$ cat src/rtl/display_scheduler_if.sv
// Bundle of the source digit buses, control levels and display outputs shared
// between the clock/alarm/stopwatch datapaths, the scheduler and the digit driver.
interface display_scheduler_if;
  logic        tick_1hz;
  logic        tick_blink;
  logic        btn_mode;
  logic        btn_ack;
  logic        set_active;
  logic        alarm_ring;
  logic        sw_running;
  logic [15:0] clk_op;
  logic [15:0] alarm_op;
  logic [15:0] sw_op;
  logic [15:0] op;
  logic [1:0]  op_mode;
  logic        blank;
  logic        ring_led;

  modport master (
    output tick_1hz, tick_blink, btn_mode, btn_ack, set_active, alarm_ring,
           sw_running, clk_op, alarm_op, sw_op,
    input  op, op_mode, blank, ring_led
  );

  modport slave (
    input  tick_1hz, tick_blink, btn_mode, btn_ack, set_active, alarm_ring,
           sw_running, clk_op, alarm_op, sw_op,
    output op, op_mode, blank, ring_led
  );
endinterface

$ cat src/rtl/display_scheduler.sv
// Chooses which source owns the 16-bit display: clock, alarm setting, stopwatch
// or a preemptive blinking alarm-ring view, with idle return and set deferral.
module display_scheduler #(
  parameter int unsigned TIMEOUT_S  = 10,
  parameter int unsigned RING_MAX_S = 60
) (
  input logic               clk,
  input logic               rst,
  display_scheduler_if.slave bus
);

  typedef enum logic [1:0] {
    S_CLOCK = 2'd0,
    S_ALARM = 2'd1,
    S_SW    = 2'd2,
    S_RING  = 2'd3
  } state_t;

  localparam logic [7:0] IDLE_LAST = 8'(TIMEOUT_S - 1);
  localparam logic [7:0] RING_LAST = 8'(RING_MAX_S - 1);

  state_t      state, state_next;
  state_t      saved_state, saved_next;
  logic [7:0]  idle_cnt, idle_next;
  logic [7:0]  ring_cnt, ring_cnt_next;
  logic        ring_pending, pending_next;
  logic        blank_q, blank_next;
  logic        ring_led_q;
  logic [15:0] op_q, op_sel;
  logic        btn_q, ack_q, ring_q, set_q;

  logic btn_rise, ack_rise, ring_rise, set_fall, idle_view;

  assign btn_rise  = bus.btn_mode   & ~btn_q;
  assign ack_rise  = bus.btn_ack    & ~ack_q;
  assign ring_rise = bus.alarm_ring & ~ring_q;
  assign set_fall  = ~bus.set_active & set_q;
  assign idle_view = (state == S_ALARM) || ((state == S_SW) && !bus.sw_running);

  function automatic state_t next_view(input state_t s);
    case (s)
      S_CLOCK: next_view = S_ALARM;
      S_ALARM: next_view = S_SW;
      default: next_view = S_CLOCK;
    endcase
  endfunction

  // NOTE: every variable gets a default at the top of always_comb so that no
  // path leaves it unassigned and infers a latch.
  always_comb begin
    state_next    = state;
    saved_next    = saved_state;
    idle_next     = idle_cnt;
    ring_cnt_next = ring_cnt;
    pending_next  = ring_pending;
    blank_next    = blank_q;

    if (state == S_RING) begin
      idle_next = 8'd0;
      if (ack_rise || !bus.alarm_ring ||
          (bus.tick_1hz && (ring_cnt == RING_LAST))) begin
        state_next    = saved_state;
        blank_next    = 1'b0;
        ring_cnt_next = 8'd0;
      end else begin
        if (bus.tick_1hz)   ring_cnt_next = ring_cnt + 8'd1;
        if (bus.tick_blink) blank_next    = ~blank_q;
      end
    end else begin
      if (ring_rise && bus.set_active) pending_next = 1'b1;

      // Ring preemption outranks the mode button; a deferred ring fires when
      // editing ends, but only if the alarm is still asserted.
      if ((ring_rise && !bus.set_active) ||
          (set_fall && ring_pending && bus.alarm_ring)) begin
        state_next    = S_RING;
        saved_next    = state;
        ring_cnt_next = 8'd0;
        blank_next    = 1'b0;
        pending_next  = 1'b0;
      end else if (set_fall && ring_pending) begin
        pending_next = 1'b0;
      end else if (!bus.set_active && btn_rise) begin
        state_next = next_view(state);
      end else if (!bus.set_active && idle_view && bus.tick_1hz &&
                   (idle_cnt == IDLE_LAST)) begin
        state_next = S_CLOCK;
      end

      if ((state_next != state) || bus.sw_running) begin
        idle_next = 8'd0;
      end else if (bus.set_active) begin
        idle_next = idle_cnt;
      end else if (btn_rise) begin
        idle_next = 8'd0;
      end else if (idle_view && bus.tick_1hz) begin
        idle_next = idle_cnt + 8'd1;
      end
    end
  end

  always_comb begin
    op_sel = bus.clk_op;
    case (state)
      S_CLOCK: op_sel = bus.clk_op;
      S_ALARM: op_sel = bus.alarm_op;
      S_SW:    op_sel = bus.sw_op;
      S_RING:  op_sel = bus.alarm_op;
      default: op_sel = bus.clk_op;
    endcase
  end

  // NOTE: sequential state uses non-blocking assignments so every register
  // samples pre-edge values regardless of statement order.
  always_ff @(posedge clk) begin
    if (rst) begin
      state        <= S_CLOCK;
      saved_state  <= S_CLOCK;
      idle_cnt     <= 8'd0;
      ring_cnt     <= 8'd0;
      ring_pending <= 1'b0;
      blank_q      <= 1'b0;
      ring_led_q   <= 1'b0;
      op_q         <= 16'd0;
      btn_q        <= 1'b0;
      ack_q        <= 1'b0;
      ring_q       <= 1'b0;
      set_q        <= 1'b0;
    end else begin
      state        <= state_next;
      saved_state  <= saved_next;
      idle_cnt     <= idle_next;
      ring_cnt     <= ring_cnt_next;
      ring_pending <= pending_next;
      blank_q      <= blank_next;
      ring_led_q   <= (state_next == S_RING);
      op_q         <= op_sel;
      btn_q        <= bus.btn_mode;
      ack_q        <= bus.btn_ack;
      ring_q       <= bus.alarm_ring;
      set_q        <= bus.set_active;
    end
  end

  assign bus.op       = op_q;
  assign bus.op_mode  = state;
  assign bus.blank    = blank_q;
  assign bus.ring_led = ring_led_q;

endmodule
$ cat src/flat_wrapper.sv
// flat-port wrapper written by rule: the top's interface ports become plain ports
module display_scheduler_flat 
#(
  parameter int unsigned TIMEOUT_S  = 10,
  parameter int unsigned RING_MAX_S = 60
)
  (clk, rst, bus_tick_1hz, bus_tick_blink, bus_btn_mode, bus_btn_ack, bus_set_active, bus_alarm_ring, bus_sw_running, bus_clk_op, bus_alarm_op, bus_sw_op, bus_op, bus_op_mode, bus_blank, bus_ring_led);
  display_scheduler_if bus_i ();
  input logic clk;
  input logic rst;
  input wire logic [$bits(bus_i.tick_1hz)-1:0] bus_tick_1hz;
  input wire logic [$bits(bus_i.tick_blink)-1:0] bus_tick_blink;
  input wire logic [$bits(bus_i.btn_mode)-1:0] bus_btn_mode;
  input wire logic [$bits(bus_i.btn_ack)-1:0] bus_btn_ack;
  input wire logic [$bits(bus_i.set_active)-1:0] bus_set_active;
  input wire logic [$bits(bus_i.alarm_ring)-1:0] bus_alarm_ring;
  input wire logic [$bits(bus_i.sw_running)-1:0] bus_sw_running;
  input wire logic [$bits(bus_i.clk_op)-1:0] bus_clk_op;
  input wire logic [$bits(bus_i.alarm_op)-1:0] bus_alarm_op;
  input wire logic [$bits(bus_i.sw_op)-1:0] bus_sw_op;
  output wire logic [$bits(bus_i.op)-1:0] bus_op;
  output wire logic [$bits(bus_i.op_mode)-1:0] bus_op_mode;
  output wire logic [$bits(bus_i.blank)-1:0] bus_blank;
  output wire logic [$bits(bus_i.ring_led)-1:0] bus_ring_led;
  assign bus_i.tick_1hz = bus_tick_1hz;
  assign bus_i.tick_blink = bus_tick_blink;
  assign bus_i.btn_mode = bus_btn_mode;
  assign bus_i.btn_ack = bus_btn_ack;
  assign bus_i.set_active = bus_set_active;
  assign bus_i.alarm_ring = bus_alarm_ring;
  assign bus_i.sw_running = bus_sw_running;
  assign bus_i.clk_op = bus_clk_op;
  assign bus_i.alarm_op = bus_alarm_op;
  assign bus_i.sw_op = bus_sw_op;
  assign bus_op = bus_i.op;
  assign bus_op_mode = bus_i.op_mode;
  assign bus_blank = bus_i.blank;
  assign bus_ring_led = bus_i.ring_led;
  display_scheduler #(.TIMEOUT_S(TIMEOUT_S), .RING_MAX_S(RING_MAX_S)) u_core (.clk(clk), .rst(rst), .bus(bus_i));
endmodule
$ cat config.mk
export PLATFORM = sky130hd
export DESIGN_NAME = display_scheduler_flat
export DESIGN_NICKNAME = d
export VERILOG_FILES = /design/src/rtl/display_scheduler_if.sv /design/src/rtl/display_scheduler.sv /design/src/flat_wrapper.sv
export SDC_FILE = /design/constraint.sdc
export NUM_CORES = 1
export LEC_CHECK = 0
export CELL_PAD_IN_SITES_DETAIL_PLACEMENT = 0
export CELL_PAD_IN_SITES_GLOBAL_PLACEMENT = 1
export CORE_AREA = 2 2 82 84
export DETAILED_ROUTE_END_ITERATION = 10
export DIE_AREA = 0 0 84 86
export PLACE_DENSITY_LB_ADDON = 0.1
export SLEW_MARGIN = 20
export SYNTH_ARGS = -nofsm -noshare
export SYNTH_HDL_FRONTEND = slang
export SYNTH_SLANG_ARGS = --single-unit
$ cat constraint.sdc
create_clock -name clk -period 3.65 [get_ports clk]
set_input_delay 0.73 -clock clk [delete_from_list [all_inputs] [get_ports clk]]
set_output_delay 0.73 -clock clk [all_outputs]
set_load 0.03 [all_outputs]
==> impl_metrics.json <==
{
  "synthCells": 249,
  "area_growth_pct": 44.22,
  "insertion_delay_ns": 0.29,
  "wl_met3_um": 425,
  "die_h_um": 86,
  "fin_crit_ns": 2.604,
  "p_clk_frac": 0.256,
  "finalHoldViolCount": 0,
  "max_stage_delay_ns": 0.80,
  "port_buffers": 76,
  "antenna_found_initial": 0,
  "power.leakage_nw": 1.089,
  "grt_pass1_vias": 1841,
  "final_max_slew_viol_count": 0,
  "synth_simple_gate_area_share": 0.2596,
  "yosys.area_share.adder": 0.01807,
  "cts_tree": "done",
  "drt-initial-drc-count": 93,
  "post_cts_buffers": 0,
  "worstSetupEndpointType": "output port",
  "final-setup-viol-count": 0,
  "synth_xor_xnor_area_share": 0.05482,
  "setup_tns_ns": 0,
  "start_util": 0.3309,
  "hold_buffers": 0,
  "die_w_um": 84,
  "yosysWarnings": 0,
  "gp_congestion": 0.8257,
  "path_depth": 1,
  "drtAntennaViolNets": 0,
  "dp.cells": 396,
  "outcome": "complete, no violations",
  "grt_start_max_net_pins": 23,
  "ir_drop_uv": 152.2,
  "via_per_inst": 4.833,
  "drc_errors": 0,
  "yosys-mux-area-fraction": 0.07711,
  "vias": 1943,
  "rows": 29,
  "wl_um": 4960,
  "hpwl_um": 3823,
  "async_flop_share": 0,
  "highest_layer": "met4",
  "tightestPinTransition_ns": 0.7100,
  "syn_nets": 309,
  "cp_num_buf_inv": 1,
  "wirelength_met1_um": 2123,
  "critPathSlowestCell": "clkdlybuf4s50_1",
  "wl_per_cell_um": 12.34,
  "drtPass1Iterations": 4,
  "cp_top_family": "buffers and inverters",
  "setup.worst_path.class": "register to output port",
  "max_cap_violations": 0,
  "avgSynthCellArea_um2": 8.341,
  "drive_gt1_frac": 0.05231,
  "fmax_mhz": 384.0,
  "ys_ff_latch": 43,
  "relSlewSlack": 0.5260,
  "grt_overflow": 0,
  "cts_made_buffers": 5,
  "fin_nets": 386,
  "p_per_area_nw_per_um2": 364.2,
  "swShare": 0.2902,
  "synth-seq-area-share": 0.4145,
  "grt_usage": 0.1440,
  "cts_buffer_depth": 2,
  "final.period_utilization": 0.7135,
  "root_buffer": "clkbuf_8",
  "ioPinCount": 77,
  "synth_edf_count": 0,
  "synth_top_family_by_area": "simple AND/OR/NAND/NOR gates",
  "synthFlopType": "dfxtp_1",
  "p_int_mw": 0.7744,
  "htree_levels": 2,
  "diodes": 0,
  "final_common_cell": "clkdlybuf4s50_1",
  "clock-sinks": 43,
  "r2r_cells": 6,
  "core_area_um2": 6277,
  "clk_pin_slew_worst_paths_ns": 0.08,
  "synth_compound_area_frac": 0.1470,
  "finalClockSkew_ns": 0.005165,
  "ys_types": 45,
  "cts_resized": 0,
  "cp_max_fo": 22,
  "met2_length_um": 2331,
  "dieArea_um2": 7224,
  "placed_area_um2": 2923,
  "final_area_um2": 2995,
  "path_cells": "clkdlybuf4s50_1",
  "pwr-share-seq": 0.478,
  "grt_pass1_wl_um": 8328,
  "hp-class": "register to register",
  "p_comb_frac": 0.266,
  "hold_depth": 2,
  "final_cells": 402,
  "rsz0062_at_grt": "false",
  "cp.arrival_ns": 1.87,
  "layout_common_cells": "clkdlybuf4s50_1 (76), nor2_1 (58), dfxtp_1 (43)",
  "required_ns": 2.92,
  "crit_path_start_kind": "register",
  "netlist_area_um2": 2077,
  "p_sw_mw": 0.3166,
  "finish.utilization": 0.4772
}
per-stage QoR:
stage               power (mW)  setup WS [ns]  hold WS [ns]
global placement        0.8253          1.076        0.4679
floorplan               0.6905          1.629        0.4532
global route             1.159         0.9352        0.5245
CTS                      1.116          1.011        0.4820
detailed placement      0.8273          1.013        0.4705
finish                   1.091          1.046        0.4810
final cells by class:
class,count,area [um^2]
Clock buffer,6,72.57
Timing Repair Buffer,80,790.8
Sequential cell,43,860.8
Tap cell,77,96.34
Multi-Input combinational cell,191,1156
Inverter,5,18.77
Fill cell,655,3282
state kept, by name, summed over array words and instances, names as in the netlist:
name                 cells
u_core.ring_q            1
u_core.ring_pending      1
u_core.ack_q             1
u_core.bus.op_mode       2
u_core.bus.blank         1
u_core.set_q             1
u_core.btn_q             1
u_core.ring_cnt          8
u_core.bus.op           16
u_core.bus.ring_led      1
u_core.saved_state       2
u_core.idle_cnt          8
per-layer routing:
metal | up-vias | global-route usage
li1 | 1005 | -
met2 | 52 | 0.2400
met5 | - | 0
met4 | 0 | 0.05279
met1 | 879 | 0.1667
met3 | 7 | 0.05967
worst paths after layout:
check | from | end | slack (ns)
max | u_core.bus.op_mode[0] | bus_op_mode[0] | 1.05
min | u_core.ring_cnt[1] | u_core.ring_cnt[1] | 0.48
max reg2reg | u_core.bus.op_mode[0] | u_core.ring_cnt[5] | 1.38
min reg2reg | u_core.ring_cnt[1] | u_core.ring_cnt[1] | 0.48
power by group through the flow:
stage,clock network [mW],logic (mW),registers [mW]
after floorplan,0,0.119,0.572
after global placement,0,0.293,0.532
after detailed placement,0,0.294,0.533
after CTS,0.299,0.295,0.522
after global routing,0.314,0.319,0.526
final,0.280,0.290,0.521
worst register-to-register path: stages, from the launching register on:
cell	delay [ns]
dfxtp_1	0.78
buf_4	0.37
nand2_1	0.17
o21ai_2	0.22
nand3b_1	0.19
or3_1	0.35
a21oi_1	0.14
kinds of logic after synthesis:
| logic type | count (synthesis) |
|---|---|
| compound gates | 47 |
| fa+ha+maj | 3 |
| mux | 16 |
| buf+inv | 15 |
| flops | 43 |
| xor+xnor | 13 |
| simple gates | 112 |
synth_stat cells (all sizes together) (2+ instances only):
| master | count | area (um^2) |
|---|---|---|
| nor3 | 9 | 45.04 |
| clkbuf | 4 | 15.01 |
| a211oi | 3 | 22.52 |
| nand3b | 2 | 15.01 |
| mux2i | 16 | 160.2 |
| nand2b | 2 | 12.51 |
| inv | 5 | 18.77 |
| or3 | 2 | 12.51 |
| and3 | 2 | 13.77 |
| nand3 | 7 | 35.03 |
| or3b | 2 | 17.52 |
| nor2 | 58 | 217.7 |
| a21oi | 24 | 123.9 |
| nor3b | 3 | 22.52 |
| o2111ai | 3 | 43.80 |
| nor2b | 5 | 31.28 |
| buf | 6 | 26.27 |
| nand4 | 2 | 12.51 |
| o21ai | 9 | 48.80 |
| nand2 | 10 | 37.54 |
| xor2 | 12 | 105.1 |
| dfxtp | 43 | 860.8 |
| ha | 3 | 37.54 |
| and2 | 2 | 12.51 |
(Power assumes the default switching activity.)
